--- config.mk ---
export PLATFORM = sky130hd
export DESIGN_NAME = jk_bank_ctrl
export DESIGN_NICKNAME = d
export VERILOG_FILES = /design/src/rtl/jk_bank_ctrl.sv
export SDC_FILE = /design/constraint.sdc
export NUM_CORES = 1
export LEC_CHECK = 0
export CAP_MARGIN = 20
export CELL_PAD_IN_SITES_DETAIL_PLACEMENT = 1
export CELL_PAD_IN_SITES_GLOBAL_PLACEMENT = 1
export CORE_MARGIN = 2
export CORE_UTILIZATION = 33
export CTS_CLUSTER_SIZE = 40
export DETAILED_ROUTE_END_ITERATION = 8
export GPL_TIMING_DRIVEN = 0
export PLACE_DENSITY_LB_ADDON = 0.05
export SYNTH_ARGS = -nofsm -noshare
export SYNTH_HDL_FRONTEND = slang
export SYNTH_SLANG_ARGS = --single-unit
--- constraint.sdc ---
create_clock -name clk -period 1.7 [get_ports clk]
set_input_delay 0.17 -clock clk [delete_from_list [all_inputs] [get_ports clk]]
set_output_delay 0.17 -clock clk [all_outputs]
set_load 0.1 [all_outputs]
--- src/rtl/jk_bank_ctrl.sv ---
// jk_bank_ctrl: command-driven sequencer for a bank of JK flip-flop cells.
// One command is accepted at a time over a valid/ready handshake.
// Each command becomes per-cell j/k vectors, applied for one or more cycles.
module jk_bank_ctrl #(
  parameter int WIDTH = 8,
  parameter int CNT_W = 4
) (
  input  logic             clk,
  input  logic             reset_n,
  input  logic             cmd_valid,
  output logic             cmd_ready,
  input  logic [2:0]       cmd_op,
  input  logic [WIDTH-1:0] cmd_mask,
  input  logic [WIDTH-1:0] cmd_data,
  input  logic [CNT_W-1:0] cmd_cnt,
  output logic [WIDTH-1:0] q,
  output logic [WIDTH-1:0] qbar,
  output logic [WIDTH-1:0] j_vec,
  output logic [WIDTH-1:0] k_vec,
  output logic             busy,
  output logic             done,
  output logic             ovf
);

  typedef enum logic [1:0] {
    IDLE = 2'd0,
    EXEC = 2'd1,
    DONE = 2'd2
  } state_t;

  localparam logic [2:0] OP_HOLD   = 3'b000;
  localparam logic [2:0] OP_CLEAR  = 3'b001;
  localparam logic [2:0] OP_SET    = 3'b010;
  localparam logic [2:0] OP_TOGGLE = 3'b011;
  localparam logic [2:0] OP_LOAD   = 3'b100;
  localparam logic [2:0] OP_INCR   = 3'b101;
  localparam logic [2:0] OP_DECR   = 3'b110;
  localparam logic [2:0] OP_ROTL   = 3'b111;

  state_t           r_state;
  state_t           w_nextState;
  logic [2:0]       r_op;
  logic [WIDTH-1:0] r_mask;
  logic [WIDTH-1:0] r_data;
  logic [CNT_W-1:0] r_cnt;
  logic [WIDTH-1:0] r_q;
  logic             r_wrap;

  logic             w_accept;
  logic             w_multiStep;
  logic             w_wrapStep;
  logic [WIDTH-1:0] w_j;
  logic [WIDTH-1:0] w_k;
  logic [WIDTH-1:0] w_incT;
  logic [WIDTH-1:0] w_decT;
  logic [WIDTH-1:0] w_rot;

  assign w_accept    = cmd_valid && cmd_ready;
  assign w_multiStep = cmd_op[2] && (cmd_op[1] || cmd_op[0]);

  // State register: reset always returns the sequencer to IDLE, aborting any command.
  always_ff @(posedge clk) begin
    if (!reset_n) begin
      r_state <= IDLE;
    end else begin
      r_state <= w_nextState;
    end
  end

  // Next-state logic: accept in IDLE, stay in EXEC until the last step, DONE lasts one cycle.
  always_comb begin
    w_nextState = r_state;
    case (r_state)
      IDLE:    if (w_accept) w_nextState = EXEC;
      EXEC:    if (r_cnt == '0) w_nextState = DONE;
      DONE:    w_nextState = IDLE;
      default: w_nextState = IDLE;
    endcase
  end

  // Handshake and status outputs; ready is forced low while reset is held.
  always_comb begin
    cmd_ready = reset_n && (r_state == IDLE);
    busy      = (r_state != IDLE);
    done      = (r_state == DONE);
    ovf       = (r_state == DONE) && r_wrap;
  end

  // Toggle vectors for counting and the rotated image; carry chains avoid variable slices.
  always_comb begin
    logic incCarry;
    logic decBorrow;
    incCarry  = 1'b1;
    decBorrow = 1'b1;
    w_incT    = '0;
    w_decT    = '0;
    for (int i = 0; i < WIDTH; i++) begin
      w_incT[i] = incCarry;
      w_decT[i] = decBorrow;
      incCarry  = incCarry & r_q[i];
      decBorrow = decBorrow & ~r_q[i];
    end
    w_rot = {r_q[WIDTH-2:0], r_q[WIDTH-1]};
  end

  // Per-cell j/k drive from the captured command; everything is zero outside EXEC.
  always_comb begin
    w_j        = '0;
    w_k        = '0;
    w_wrapStep = 1'b0;
    if (r_state == EXEC) begin
      case (r_op)
        OP_HOLD: begin
          w_j = '0;
          w_k = '0;
        end
        OP_CLEAR: begin
          w_k = r_mask;
        end
        OP_SET: begin
          w_j = r_mask;
        end
        OP_TOGGLE: begin
          w_j = r_mask;
          w_k = r_mask;
        end
        OP_LOAD: begin
          w_j = r_mask & r_data;
          w_k = r_mask & ~r_data;
        end
        OP_INCR: begin
          w_j        = w_incT;
          w_k        = w_incT;
          w_wrapStep = &r_q;
        end
        OP_DECR: begin
          w_j        = w_decT;
          w_k        = w_decT;
          w_wrapStep = ~|r_q;
        end
        OP_ROTL: begin
          w_j = w_rot;
          w_k = ~w_rot;
        end
        default: begin
          w_j = '0;
          w_k = '0;
        end
      endcase
    end
  end

  // Datapath: capture the command on accept, then apply the JK equation once per EXEC cycle.
  always_ff @(posedge clk) begin
    if (!reset_n) begin
      r_q    <= '0;
      r_cnt  <= '0;
      r_wrap <= 1'b0;
      r_op   <= OP_HOLD;
      r_mask <= '0;
      r_data <= '0;
    end else if (w_accept) begin
      r_op   <= cmd_op;
      r_mask <= cmd_mask;
      r_data <= cmd_data;
      r_cnt  <= w_multiStep ? cmd_cnt : '0;
      r_wrap <= 1'b0;
    end else if (r_state == EXEC) begin
      r_q <= (w_j & ~r_q) | (~w_k & r_q);
      if (w_wrapStep) begin
        r_wrap <= 1'b1;
      end
      if (r_cnt != '0) begin
        r_cnt <= r_cnt - CNT_W'(1);
      end
    end
  end

  assign q     = r_q;
  assign qbar  = ~r_q;
  assign j_vec = w_j;
  assign k_vec = w_k;

endmodule
## Word level (Yosys, flattened, before mapping)

Index checks and enable logic that the tools add are counted.

- Bits in registers: 34
- Output and inout port bits: 36
- Logic and storage cells: 83

- Add/subtract/negate cells: 1
- Equality and inequality tests: 11
- Mux-type cells: 13
- Bitwise operators: 30
- Reduce and logical (&&, ||, !) cells: 21

Operators with widths:

| operator | number |
|---|---|
| case mux 8 bit (5 select lines) | 2 |
| AND 8 bit | 4 |
| inverter 8 bit | 4 |
| 2-to-1 mux 4 bit | 4 |
| 2-to-1 mux 8 bit | 2 |
| AND 1 bit | 12 |
| equality test 3 bit (second input constant) | 4 |
| inverter 1 bit | 9 |
| OR 8 bit | 1 |
| AND reduction 2 bit | 4 |
| AND reduction 8 bit | 1 |
| OR reduction 8 bit | 1 |
| equality test 3 x 2 -> 1 bit (second input constant) | 2 |
| nonzero test 2 bit | 3 |
| OR reduction 2 bit | 3 |
| logical AND 1 bit | 4 |
| zero test 4 bit | 1 |
| 2-to-1 mux 2 bit | 2 |
| != test 2 bit (second input constant) | 2 |
| case mux 2 bit (2 select lines) | 1 |
| nonzero test 4 bit | 1 |
| subtractor 4 x 1 -> 4 bit (second input constant) | 1 |
| equality test 3 x 1 -> 1 bit (second input constant) | 1 |
| equality test 2 x 1 -> 1 bit (second input constant) | 1 |
| 6 further kinds | 6 |

## Depth between registers and ports, before layout

- Word-level depth: 12
- Depth in mapped cells: 7
- Mapped depth without buffers: 6

## Least setup slack after synthesis

No wires, ideal clock.

- Path kind: reg-to-reg
- Start: register r_q[2], in the netlist q[2]
- End: register r_q[4], in the netlist q[4]
- Data arrival time: 4.440 ns
- Required time: 1.447 ns
- Slack: -2.992 ns
- Stages on the path, launching flop included: 7
- Path buffers: 1
- Cell sequence: dfxtp_1 buf_2 nand3_1 nor3_1 a21oi_1 a311oi_1 a211oi_1

- Word-level cells in the longest chain between the ends: 8
- Elaborated cells between the ends (all ways): 13
- Classes of those cells: mux (4); bitwise (9)

RTL lines:

| item | line | RTL |
|---|---|---|
| start, declared | 46 | `logic [WIDTH-1:0] r_q;` |
| start signal, assigned | 169 | `r_q <= (w_j & ~r_q) \| (~w_k & r_q);` |
| inverter 1 bit | 101 | `decBorrow = decBorrow & ~r_q[i];` |
| AND 1 bit (2 in series) | 101 |  |
| case mux 8 bit (5 select lines) * | 112 | `case (r_op)` |
| 2-to-1 mux 8 bit * | 111 | `if (r_state == EXEC) begin` |
| named net k_vec[4] | 19 | `output logic [WIDTH-1:0] k_vec,` |
| inverter 8 bit * | 169 |  |
| AND 8 bit * | 169 |  |
| OR 8 bit * | 169 |  |

Mark *: on every way through the listed nets, which the timed path passes. The rest lies on a longest branch.
A chain may end at the register's enable or synchronous reset.

## Worst setup path in the final report

- Start: register r_q[1], in the netlist q[1]
- End: output k_vec[7]

- Word-level cells in the longest chain between the ends: 9
- Elaborated cells between the ends (all ways): 15
- Classes of those cells: mux (2); bitwise (13)

RTL lines:

| item | line |
|---|---|
| inverter 1 bit | 101 |
| AND 1 bit (6 in series) | 101 |
| case mux 8 bit (5 select lines) * | 112 |
| 2-to-1 mux 8 bit * | 111 |
| end, declared | 19 |

Mark *: on every way between the ends. The rest lies on a longest branch, timed or not.

==> impl_metrics.tcl <==
set metrics [dict create \
    outcome "finished with violations" \
    violations "negative setup slack" \
    layout_common_cells "nand2_1, buf_4, clkdlybuf4s50_1" \
    pre_cts_ws_ps -1288 \
    fp.dieW_microns 83.60 \
    worstHoldPathType "input pin to flop" \
    cap_violations 0 \
    ctsHoldBuffers 0 \
    synth_top_family_by_area "compound AO/OA/AOI/OAI gates" \
    h-tree-depth 2 \
    hold_viol 0 \
    cp_top_family "buffers and inverters" \
    rows 28 \
    die_h_microns 83.60 \
    rsz0062_at_grt "yes" \
    p_leak_nw 1.522 \
    max_freq_ghz 0.4450 \
    path_cells "buf_8, nor3b_4, buf_4, nand4_1, buf_4, a31oi_4, buf_12" \
    drt-wirelength-per-cell_microns 28.88 \
    totalWireLength_microns 13550 \
    syn2layout_area_growth_pct 101.0 \
    gp_congestion 0.8670 \
    netlist_area_sq_mm 0.002091 \
    fin_crit_ps 2247 \
    critPathKind "flop to primary output" \
    io_pins 62 \
    synth_edf_count 0 \
    yosys.area_share.simple_pct 27.23 \
    clockBufferDepth 2 \
    cp.arrival_ps 2080 \
    max-slew-margin-rel_pct 34.21 \
    path_clk_slew_ps 90 \
    die_area_sq_mm 0.006988 \
    fp.coreArea_sq_mm 0.006026 \
    final_max_slew_viol_count 0 \
    synth_nets 311 \
    ys_seq_elements 34 \
    grt_overflow_total 0 \
    crit_buf_inv 4 \
    ys_types 57 \
    syn_avg_cell_area_sq_um 7.362 \
    critPathLaunchType "flop" \
    ant_nets 0 \
    setup_ws_ps -547.4 \
    worstSetupEndpointType "primary output" \
    ctsRootBufferMaster "clkbuf_8" \
    setup_viol 30 \
    place.port_buffers 61 \
    n_antenna_cell 0 \
    async_reset_ff_share_pct 0 \
    dp_hpwl_microns 6151 \
    clkSinkCount 34 \
    drcViolationCount 0 \
    place_area_sq_mm 0.003188 \
    drt-initial-drc-count 248 \
    synth_compound_area_share_pct 29.92 \
    cpMostUsedCell "buf_4" \
    drive_gt1_share_pct 51.02 \
    cts_tree "yes" \
    synth_flop_cell "dfxtp_1" \
    tns_ps -8195 \
    grtUsageTotal_pct 30.94 \
    num_vias 3045 \
    synthAdderAreaFrac_pct 0.5984 \
    final_cell_area_sq_mm 0.004202 \
    worstMarginPinSlew_ps 990.7 \
    grt_pass1_wl_microns 16790 \
    synth.area.mux_share_pct 0.9575 \
    cp_max_fo 6 \
    grt_max_degree 13 \
    ir_drop_mv 0.5651 \
    vias_per_cell 6.493 \
    finalCritPeriodShare_pct 132.2 \
    crit_slowest_cell "dfxtp_4" \
    nFillCells 630 \
    max_stage_delay_ps 360 \
    yosysWarnings 0 \
    numCtsBuffers 5 \
    grt_pass1_vias 2912 \
    cp_data_required_time_ps 1530 \
    layout_commonest_cell "nand2_1" \
    antenna_found_initial 0 \
    synth_cells 284 \
    first_pass_iters 5 \
    initial_core_util_pct 34.70 \
    nNetsFinal 420 \
    ys_seq_area_share_pct 32.56 \
    powerDensity_mw_per_mm2 687.0 \
    clk_latency_ps 320 \
    fin_skew_ps 13.21 \
    synth-xor-area-share_pct 0.8378 \
]
[per-layer routing]
layer	vias up	track usage, %	share of wire (%)
met5	-	0	0
met4	0	15.69	6.7
met3	80	5.836	7.6
met2	220	51.49	48
met1	1495	37.89	38
li1	1250	-	-
[sequential cells by signal, summed over array words and instances (netlist names)]
signal,count
r_op,3
r_state,2
r_mask,8
r_wrap,1
r_data,8
r_cnt,4
q,8
[layout make-up]
| type | count | area [sq um] | area share (%) |
|---|---|---|---|
| Multi-Input combinational cell | 211 | 1815 | 43.21 |
| Timing Repair Buffer | 104 | 1114 | 26.50 |
| Sequential cell | 34 | 726.9 | 17.30 |
| Buffer | 19 | 225.2 | 5.360 |
| Clock buffer | 6 | 93.84 | 2.233 |
| Inverter | 18 | 93.84 | 2.233 |
| Tap cell | 75 | 93.84 | 2.233 |
| Clock inverter | 2 | 38.79 | 0.9232 |
[stage by stage]
stage                     cells  utilization [%]  hold WS (ps)  total power, mW
final                       469            69.73         396.0            2.886
after global routing        469            69.73         409.7            2.951
after CTS                   454            65.91         401.6            2.704
after detailed placement    420            52.91         457.4            1.664
after global placement      420            52.91         442.9            1.647
after floorplan             284                -         282.7            1.436
[path summary, 6_finish.rpt]
kind / from / endpoint / slack [ps] / cells past startpoint
worst max-delay path: q[1] / k_vec[7] / -550 / 7
worst min-delay path: cmd_data[5] / r_data[5] / 400 / 3
worst max register to register: q[1] / r_wrap / -280 / 8
worst min register to register: r_mask[1] / r_mask[1] / 470 / 2
[power breakdown]
part / internal (mW) / leakage (nW) / switching [mW]
Combinational: 0.392 / 1.17 / 0.636
Clock: 0.529 / 0.0665 / 0.385
Sequential: 0.845 / 0.288 / 0.0994
Total: 1.77 / 1.52 / 1.12
[kinds of logic (layout without fill, tap and decap cells)]
family / Yosys count / in the layout
buf+inv: 39 / 149
compound gates: 92 / 92
xor+xnor: 2 / 2
fa+ha+maj: 1 / 1
mux: 2 / 2
flops: 34 / 34
simple gates: 114 / 114
[tightest hold or removal path: cells and delay by family]
kind,cells,cell delay (ps)
AO/OA/AOI/OAI,1,50
buffers and inverters,1,390
AND/OR/NAND/NOR,1,60
[synth_stat cells, types with 2 or more instances]
cell type | count | share of area, %
nand2_1 | 50 | 9.0
dfxtp_1 | 34 | 33
o21ai_0 | 22 | 5.3
a21oi_1 | 17 | 4.1
inv_1 | 17 | 3.1
nor2_1 | 14 | 2.5
a31oi_1 | 10 | 3.0
buf_2 | 9 | 2.2
clkbuf_1 | 8 | 1.4
nor3_1 | 8 | 1.9
a211oi_1 | 6 | 2.2
o31ai_1 | 6 | 2.2
and2_1 | 5 | 1.5
nand3_1 | 5 | 1.2
nand4_1 | 5 | 1.5
a311oi_1 | 3 | 1.3
a32oi_1 | 3 | 1.3
and3_1 | 3 | 0.90
nand2b_1 | 3 | 0.90
nand3b_1 | 3 | 1.1
nor2b_1 | 3 | 0.90
o22ai_1 | 3 | 0.90
a21o_1 | 2 | 0.72
a22oi_1 | 2 | 0.72
a2bb2oi_1 | 2 | 0.84
a32o_1 | 2 | 0.96
buf_1 | 2 | 0.36
buf_4 | 2 | 0.72
mux2i_1 | 2 | 0.96
nor2_2 | 2 | 0.60
nor3b_1 | 2 | 0.72
o211a_1 | 2 | 0.96
o211ai_1 | 2 | 0.72
o2bb2ai_1 | 2 | 0.84
[what timing repair did]
action | 4_1_cts | 5_1_grt
resized for setup | 278 | 39
setup endpoints to repair | 47 | 34
pin swaps | 21 | 22
setup buffers | 27 | 18
(Power assumes the default switching activity.)
